[src/rtl/tex_pkg.sv]
// Shared definitions for the texture fill controller.
//   ADDR_W  line address width (44-bit physical address, 32-byte lines)
//   LINE_W  cached line payload width
//   BEAT_W  memory response beat width; a line arrives as two beats
//   fill_state_e  controller state encoding
//   line_t        one cache line payload
package tex_pkg;

    localparam int ADDR_W = 39;
    localparam int LINE_W = 296;
    localparam int BEAT_W = LINE_W / 2;

    typedef enum logic [2:0] {
        IDLE  = 3'd0,
        MREQ  = 3'd1,
        MWAIT = 3'd2,
        FILL  = 3'd3,
        DRAIN = 3'd4
    } fill_state_e;

    typedef logic [LINE_W-1:0] line_t;

endpackage

[src/rtl/texture_fill_ctrl_if.sv]
// Bus bundle between the fill controller and its environment.
//   requester : except, req_en, req_addr, req_ready, resp_en, resp_data
//   cache     : tc_read_clkEn, tc_read_addr, tc_read_data, tc_read_hit,
//               tc_write_addr, tc_write_data, tc_write_wen
//   memory    : mem_req_en, mem_req_addr, mem_req_ack, mem_rsp_en, mem_rsp_data
// master = controller side, slave = environment side.
interface texture_fill_ctrl_if;
    import tex_pkg::*;

    logic                 except;
    logic                 req_en;
    logic [ADDR_W-1:0]    req_addr;
    logic                 req_ready;
    logic                 resp_en;
    line_t                resp_data;

    logic                 tc_read_clkEn;
    logic [ADDR_W-1:0]    tc_read_addr;
    line_t                tc_read_data;
    logic                 tc_read_hit;
    logic [ADDR_W-1:0]    tc_write_addr;
    line_t                tc_write_data;
    logic                 tc_write_wen;

    logic                 mem_req_en;
    logic [ADDR_W-1:0]    mem_req_addr;
    logic                 mem_req_ack;
    logic                 mem_rsp_en;
    logic [BEAT_W-1:0]    mem_rsp_data;

    modport master (
        input  except, req_en, req_addr, tc_read_data, tc_read_hit,
               mem_req_ack, mem_rsp_en, mem_rsp_data,
        output req_ready, resp_en, resp_data, tc_read_clkEn, tc_read_addr,
               tc_write_addr, tc_write_data, tc_write_wen, mem_req_en, mem_req_addr
    );

    modport slave (
        output except, req_en, req_addr, tc_read_data, tc_read_hit,
               mem_req_ack, mem_rsp_en, mem_rsp_data,
        input  req_ready, resp_en, resp_data, tc_read_clkEn, tc_read_addr,
               tc_write_addr, tc_write_data, tc_write_wen, mem_req_en, mem_req_addr
    );

endinterface

[src/rtl/tex_beat_assembler.sv]
// Collects the two memory response beats of a line.
//   clk, rst   clock and synchronous active-high reset
//   clear      restart at beat 0 (issued when memory accepts a request)
//   beat_en    a response beat is present this cycle
//   store      keep the beat data (0 = drain mode: count only)
//   beat_data  beat payload; beat 0 is the low half of the line
//   line       assembled line {beat1, beat0}
//   last_beat  the beat presented this cycle completes the line
module tex_beat_assembler
    import tex_pkg::*;
(
    input  logic              clk,
    input  logic              rst,
    input  logic              clear,
    input  logic              beat_en,
    input  logic              store,
    input  logic [BEAT_W-1:0] beat_data,
    output line_t             line,
    output logic              last_beat
);

    logic beat_cnt_q, beat_cnt_d;

    always_comb begin
        beat_cnt_d = beat_cnt_q;
        if (clear) begin
            beat_cnt_d = 1'b0;
        end else if (beat_en) begin
            beat_cnt_d = ~beat_cnt_q;
        end
    end

    always_ff @(posedge clk) begin
        if (rst) begin
            beat_cnt_q <= 1'b0;
        end else begin
            beat_cnt_q <= beat_cnt_d;
        end
    end

    assign last_beat = beat_en & beat_cnt_q;

    genvar gi;
    generate
        for (gi = 0; gi < 2; gi++) begin : g_half
            localparam bit HALF_SEL = (gi == 1);
            logic [BEAT_W-1:0] half_q, half_d;

            always_comb begin
                half_d = half_q;
                if (beat_en && store && (beat_cnt_q == HALF_SEL)) begin
                    half_d = beat_data;
                end
            end

            always_ff @(posedge clk) begin
                if (rst) begin
                    half_q <= '0;
                end else begin
                    half_q <= half_d;
                end
            end
        end
    endgenerate

    assign line = {g_half[1].half_q, g_half[0].half_q};

endmodule

[src/rtl/texture_fill_ctrl.sv]
// Texture line fill controller, sole client of texture_cache.
//   clk, rst  clock and synchronous active-high reset
//   bus       requester, cache-probe/fill and memory-read signals
// Hits return the probed line one cycle after the request. A miss issues a
// single memory read, assembles two beats, writes the cache, then responds.
// except kills the in-flight request; an already-acked read is drained.
module texture_fill_ctrl
    import tex_pkg::*;
(
    input  logic                clk,
    input  logic                rst,
    texture_fill_ctrl_if.master bus
);

    fill_state_e       state_q, state_d;
    logic              req_ready_q, req_ready_d;
    logic              resp_en_q, resp_en_d;
    line_t             resp_data_q, resp_data_d;
    logic [ADDR_W-1:0] addr_q, addr_d;
    logic              mem_req_en_q, mem_req_en_d;

    logic              asm_clear, asm_beat_en, asm_store, asm_last;
    line_t             asm_line;
    logic              accept;

    // req_ready is registered, so it is low for the cycle after reset even
    // though the state is already IDLE; requests are only taken when high.
    assign accept = req_ready_q & bus.req_en;

    tex_beat_assembler u_asm (
        .clk       (clk),
        .rst       (rst),
        .clear     (asm_clear),
        .beat_en   (asm_beat_en),
        .store     (asm_store),
        .beat_data (bus.mem_rsp_data),
        .line      (asm_line),
        .last_beat (asm_last)
    );

    always_comb begin
        state_d     = state_q;
        resp_en_d   = 1'b0;
        resp_data_d = resp_data_q;
        addr_d      = addr_q;
        asm_clear   = 1'b0;
        asm_beat_en = 1'b0;
        asm_store   = 1'b0;

        case (state_q)
            IDLE: begin
                if (accept && !bus.except) begin
                    if (bus.tc_read_hit) begin
                        resp_en_d   = 1'b1;
                        resp_data_d = bus.tc_read_data;
                    end else begin
                        addr_d  = bus.req_addr;
                        state_d = MREQ;
                    end
                end
            end
            MREQ: begin
                // An ack in the flush cycle still commits memory to two beats.
                if (bus.mem_req_ack) begin
                    asm_clear = 1'b1;
                    state_d   = bus.except ? DRAIN : MWAIT;
                end else if (bus.except) begin
                    state_d = IDLE;
                end
            end
            MWAIT: begin
                asm_beat_en = bus.mem_rsp_en;
                asm_store   = 1'b1;
                if (bus.except) begin
                    state_d = asm_last ? IDLE : DRAIN;
                end else if (asm_last) begin
                    state_d = FILL;
                end
            end
            FILL: begin
                state_d = IDLE;
                if (!bus.except) begin
                    resp_en_d   = 1'b1;
                    resp_data_d = asm_line;
                end
            end
            DRAIN: begin
                asm_beat_en = bus.mem_rsp_en;
                if (asm_last) begin
                    state_d = IDLE;
                end
            end
            default: state_d = IDLE;
        endcase

        req_ready_d  = (state_d == IDLE);
        mem_req_en_d = (state_d == MREQ);
    end

    always_ff @(posedge clk) begin
        if (rst) begin
            state_q      <= IDLE;
            req_ready_q  <= 1'b0;
            resp_en_q    <= 1'b0;
            resp_data_q  <= '0;
            addr_q       <= '0;
            mem_req_en_q <= 1'b0;
        end else begin
            state_q      <= state_d;
            req_ready_q  <= req_ready_d;
            resp_en_q    <= resp_en_d;
            resp_data_q  <= resp_data_d;
            addr_q       <= addr_d;
            mem_req_en_q <= mem_req_en_d;
        end
    end

    assign bus.req_ready     = req_ready_q;
    assign bus.resp_en       = resp_en_q;
    assign bus.resp_data     = resp_data_q;
    assign bus.tc_read_clkEn = accept;
    assign bus.tc_read_addr  = bus.req_addr;
    assign bus.tc_write_addr = addr_q;
    assign bus.tc_write_data = asm_line;
    assign bus.tc_write_wen  = (state_q == FILL) && !bus.except;
    assign bus.mem_req_en    = mem_req_en_q;
    assign bus.mem_req_addr  = addr_q;

    // Beats are only legal once memory has accepted a request.
    mem_rsp_in_window: assert property (@(posedge clk) disable iff (rst)
        bus.mem_rsp_en |-> !(state_q == IDLE || state_q == MREQ));

endmodule

[src/flat_wrapper.sv]
// flat-port wrapper written by rule: the top's interface ports become plain ports
module texture_fill_ctrl_flat import tex_pkg::*;
  (clk, rst, bus_except, bus_req_en, bus_req_addr, bus_tc_read_data, bus_tc_read_hit, bus_mem_req_ack, bus_mem_rsp_en, bus_mem_rsp_data, bus_req_ready, bus_resp_en, bus_resp_data, bus_tc_read_clkEn, bus_tc_read_addr, bus_tc_write_addr, bus_tc_write_data, bus_tc_write_wen, bus_mem_req_en, bus_mem_req_addr);
  texture_fill_ctrl_if bus_i ();
  input  logic clk;
  input  logic rst;
  input wire logic [$bits(bus_i.except)-1:0] bus_except;
  input wire logic [$bits(bus_i.req_en)-1:0] bus_req_en;
  input wire logic [$bits(bus_i.req_addr)-1:0] bus_req_addr;
  input wire logic [$bits(bus_i.tc_read_data)-1:0] bus_tc_read_data;
  input wire logic [$bits(bus_i.tc_read_hit)-1:0] bus_tc_read_hit;
  input wire logic [$bits(bus_i.mem_req_ack)-1:0] bus_mem_req_ack;
  input wire logic [$bits(bus_i.mem_rsp_en)-1:0] bus_mem_rsp_en;
  input wire logic [$bits(bus_i.mem_rsp_data)-1:0] bus_mem_rsp_data;
  output wire logic [$bits(bus_i.req_ready)-1:0] bus_req_ready;
  output wire logic [$bits(bus_i.resp_en)-1:0] bus_resp_en;
  output wire logic [$bits(bus_i.resp_data)-1:0] bus_resp_data;
  output wire logic [$bits(bus_i.tc_read_clkEn)-1:0] bus_tc_read_clkEn;
  output wire logic [$bits(bus_i.tc_read_addr)-1:0] bus_tc_read_addr;
  output wire logic [$bits(bus_i.tc_write_addr)-1:0] bus_tc_write_addr;
  output wire logic [$bits(bus_i.tc_write_data)-1:0] bus_tc_write_data;
  output wire logic [$bits(bus_i.tc_write_wen)-1:0] bus_tc_write_wen;
  output wire logic [$bits(bus_i.mem_req_en)-1:0] bus_mem_req_en;
  output wire logic [$bits(bus_i.mem_req_addr)-1:0] bus_mem_req_addr;
  assign bus_i.except = bus_except;
  assign bus_i.req_en = bus_req_en;
  assign bus_i.req_addr = bus_req_addr;
  assign bus_i.tc_read_data = bus_tc_read_data;
  assign bus_i.tc_read_hit = bus_tc_read_hit;
  assign bus_i.mem_req_ack = bus_mem_req_ack;
  assign bus_i.mem_rsp_en = bus_mem_rsp_en;
  assign bus_i.mem_rsp_data = bus_mem_rsp_data;
  assign bus_req_ready = bus_i.req_ready;
  assign bus_resp_en = bus_i.resp_en;
  assign bus_resp_data = bus_i.resp_data;
  assign bus_tc_read_clkEn = bus_i.tc_read_clkEn;
  assign bus_tc_read_addr = bus_i.tc_read_addr;
  assign bus_tc_write_addr = bus_i.tc_write_addr;
  assign bus_tc_write_data = bus_i.tc_write_data;
  assign bus_tc_write_wen = bus_i.tc_write_wen;
  assign bus_mem_req_en = bus_i.mem_req_en;
  assign bus_mem_req_addr = bus_i.mem_req_addr;
  texture_fill_ctrl u_core (.clk(clk), .rst(rst), .bus(bus_i));
endmodule
[config.mk]
export PLATFORM = sky130hd
export DESIGN_NAME = texture_fill_ctrl_flat
export DESIGN_NICKNAME = d
export VERILOG_FILES = /design/src/rtl/tex_pkg.sv /design/src/rtl/texture_fill_ctrl_if.sv /design/src/rtl/tex_beat_assembler.sv /design/src/rtl/texture_fill_ctrl.sv /design/src/flat_wrapper.sv
export SDC_FILE = /design/constraint.sdc
export NUM_CORES = 1
export LEC_CHECK = 0
export CELL_PAD_IN_SITES_DETAIL_PLACEMENT = 0
export CELL_PAD_IN_SITES_GLOBAL_PLACEMENT = 1
export CORE_AREA = 5 5 462 464
export CTS_CLUSTER_SIZE = 16
export DETAILED_ROUTE_END_ITERATION = 16
export DIE_AREA = 0 0 467 469
export PLACE_DENSITY_LB_ADDON = 0.1
export SETUP_SLACK_MARGIN = 0.5
export SLEW_MARGIN = 20
export SYNTH_ARGS = -nofsm -noshare
export SYNTH_HDL_FRONTEND = slang
export SYNTH_SLANG_ARGS = --single-unit
[constraint.sdc]
create_clock -name clk -period 4.2 [get_ports clk]
set_input_delay 1.26 -clock clk [delete_from_list [all_inputs] [get_ports clk]]
set_output_delay 1.26 -clock clk [all_outputs]
set_load 0.05 [all_outputs]
==> metrics.md <==
| Metric | Value |
|---|---|
| Die Height | 469 um |
| FF+latch area | ~13000 sq um |
| Core area | 208700 sq um |
| Hold slack final | about 0.47 ns |
| Hold buffer count at CTS | 0 |
| Htree depth | 3 |
| Pin count of the biggest net entering global routing | 100 |
| Post-Route Utilization | 0.2100 |
| GPL Wtd Cong | 0.8032 |
| Initial Util | 0.1237 |
| Top cells by area, synth | dfxtp_1 (49%), a21oi_1 (12%), mux2i_1 (11%) |
| Ys flop type | dfxtp_1 |
| Top cells by count, synth | nand2_1 (673), dfxtp_1 (638), a21oi_1 (632) |
| Peak VDD IR | between 0.0002 and 0.0003 V |
| Layout area overhead | 69.83% |
| Via count | approximately 26000 |
| Mean post-synth cell area | about 8.8 sq um |
| Root buffer cell | clkbuf_16 |
| RSZ-0062 raised after global routing | no |
| Post-DP HPWL | 143.1 mm |
| Area leader, netlist | dfxtp_1 |
| CTS tree | done |
| GRT Total Usage | 0.1627 |
| Layout cell share with drive strength beyond 1 | 0.07283 |
| Post-synthesis sequential area ratio | 0.4948 |
| Filler cell count | 23092 |
| Measured slew at the worst slew-check pin | 1.047 ns |
| Via density | 3.807 |
| Min-Delay Path Class | reg -> reg |
| Clock transition at path regs | around 0.050 ns |
| PwrDens | 374.9 nW/um^2 |
| Cells along the critical path | clkdlybuf4s50_1 -> buf_4 |
| Startpoint types | input pin |
| CTS max path bufs | 3 |
| Most common cell in the netlist | nand2_1 |
| Vias in the first global route | around 27000 |
| Antenna-violating nets left | 0 |
| IO Pins | around 1200 |
| Clock insertion delay at the later pin of the skew report | 0.71 ns |
| Share of the synthesized area in the top cell type | 0.4948 |
| Initial antenna violation count | 51 |
| Fin nets | roughly 4500 |
| Ys async rst share | 0 |
| Status | complete, no violations |
| Netlist Area Pre-Place | roughly 26000 sq um |
| Drt wl/cell | 27.30 um |
| CP Buf/Inv Count | 2 |
| Row cnt | 168 |
| Mapped Nets | about 3400 |
| CP max-delay cell | clkdlybuf4s50_1 |
| Final Setup Violations | 0 |
| # DRC | 0 |
| WL final | 187.0 mm |
| Max Clock Skew | 0.03053 ns |
| Final Hold Vio Count | 0 |
| Syn. warnings | 0 |
| Port bufs | 1203 |
| Element type at the critical path end | primary output |
| Post-synth EDFFs | 0 |
| Post-Synthesis Cells | roughly 3000 |
| Grt ovf | 0 |
| Crit path time final | approximately 3.5 ns |
| First-pass GRT wire length | 249.6 mm |
| Peak Freq | 0.2831 GHz |
| #FFs+latches synth | 638 |
| Worst EP arrival | 2.27 ns |
| CTS sink cnt | ~640 |
| Req. time, crit path | a little under 3 ns |
| Setup CP Type | in -> out |
| Slew headroom | 0.3021 |
| Final TNS setup | 0 ns |
| Drt first pass iters | 5 |
| CP top delay family | buffers and inverters |
| Period utilization | 0.8410 |
| Yosys cell types | 36 |
| CTS buffer count | 96 |
| Worst-path maximum fanout | 2 |
| Area of the multi-input gates | 11220 sq um |
| Die X | 467 um |
| Die Area | 219000 sq um |
| Initial drt markers | around 1100 |
| Fin. max-slew vios | 0 |
| Leakage | 15.97 nW |
| Max incr delay on CP | 0.73 ns |
| Max cap viols | 0 |
==> path summary, 6_finish.rpt <==
kind                                                   startpoint                           endpoint  slack (ns)  depth (start not counted)
worst max-delay path                             bus_req_addr[35]               bus_tc_read_addr[35]        0.67                          2
worst min-delay path            u_core.u_asm.g_half[1].half_q[85]  u_core.u_asm.g_half[1].half_q[85]        0.47                          2
worst max register to register                  u_core.state_q[0]          u_core.bus.resp_data[156]        1.69                          5
worst min register to register  u_core.u_asm.g_half[1].half_q[85]  u_core.u_asm.g_half[1].half_q[85]        0.47                          2
==> routing by layer <==
| layer | vias up | global-route usage | part of all wire |
|---|---|---|---|
| met4 | 38 | 0.04262 | 0.023 |
| met3 | 237 | 0.05861 | 0.082 |
| met1 | 12560 | 0.1865 | 0.40 |
| met2 | 934 | 0.2860 | 0.49 |
| met5 | - | 0 | 0.0013 |
| li1 | 12311 | - | - |
==> where the power goes <==
part           internal, mW  switching [mW]
clock network          4.84            3.32
registers              6.17          0.0743
logic                 0.836            1.20
total                  11.8            4.59
==> per-stage QoR <==
stage	total power, mW	std cells	worst slack (ns)	instance area (sq um)
floorplan	7.319	2931	0.6505	25810
global placement	8.443	6675	0.3817	40690
detailed placement	8.439	6675	0.3719	40690
CTS	16.90	6842	0.4663	43820
global route	17.13	6849	0.6327	43840
finish	16.43	6851	0.6676	43840
==> repair_timing <==
action | CTS | global route
buffers inserted | 0 | 0
resized for setup | 3 | 1
endpoints found under the hold margin | 0 | 0
setup endpoints to repair | 2 | 1
==> kinds of logic (layout without fill, tap and decap cells) <==
group                  count (synthesis)  in the layout  synth area share
AO/OA/AOI/OAI                        937            937            0.2117
AND/OR/NAND/NOR                      701            701            0.1059
flip-flops                           638            638            0.4948
buffers and inverters                358           1464           0.07261
multiplexers                         296            296            0.1148
XOR/XNOR                               1              1         0.0003393
other                                  0              9                 0
==> sequential cells by signal (all words and copies together), names as in the netlist <==
register / cells
u_core.bus.resp_en: 1
u_core.u_asm.g_half.half_q: 296
u_core.bus.resp_data: 296
u_core.u_asm.beat_cnt_q: 1
u_core.state_q: 3
u_core.bus.req_ready: 1
u_core.bus.mem_req_addr: 39
u_core.bus.mem_req_en: 1
==> placed cells by master, fill, tap and decap left out, types with 2 or more instances in the layout <==
master / instances
dfxtp_1: 638
clkbuf_16: 97
mux2i_1: 296
nor3_1: 2
diode_2: 9
a21oi_1: 632
buf_4: 89
clkbuf_8: 32
clkinv_16: 2
a211oi_1: 298
nand2b_1: 4
and2_1: 2
clkbuf_1: 22
inv_1: 2
clkdlybuf4s50_1: 1159
nand2_1: 672
nor2_1: 3
clkinv_2: 9
buf_12: 44
nor2_4: 2
inv_6: 3
==> area by class of cell <==
class	instances	share of cell area
Antenna cell	9	0.0005137
Clock buffer	151	0.06729
Clock inverter	16	0.003853
Inverter	2	0.0001712
Multi-Input combinational cell	1935	0.2560
Sequential cell	638	0.2913
Tap cell	2805	0.08005
Timing Repair Buffer	1295	0.3008
(Power assumes the default switching activity.)
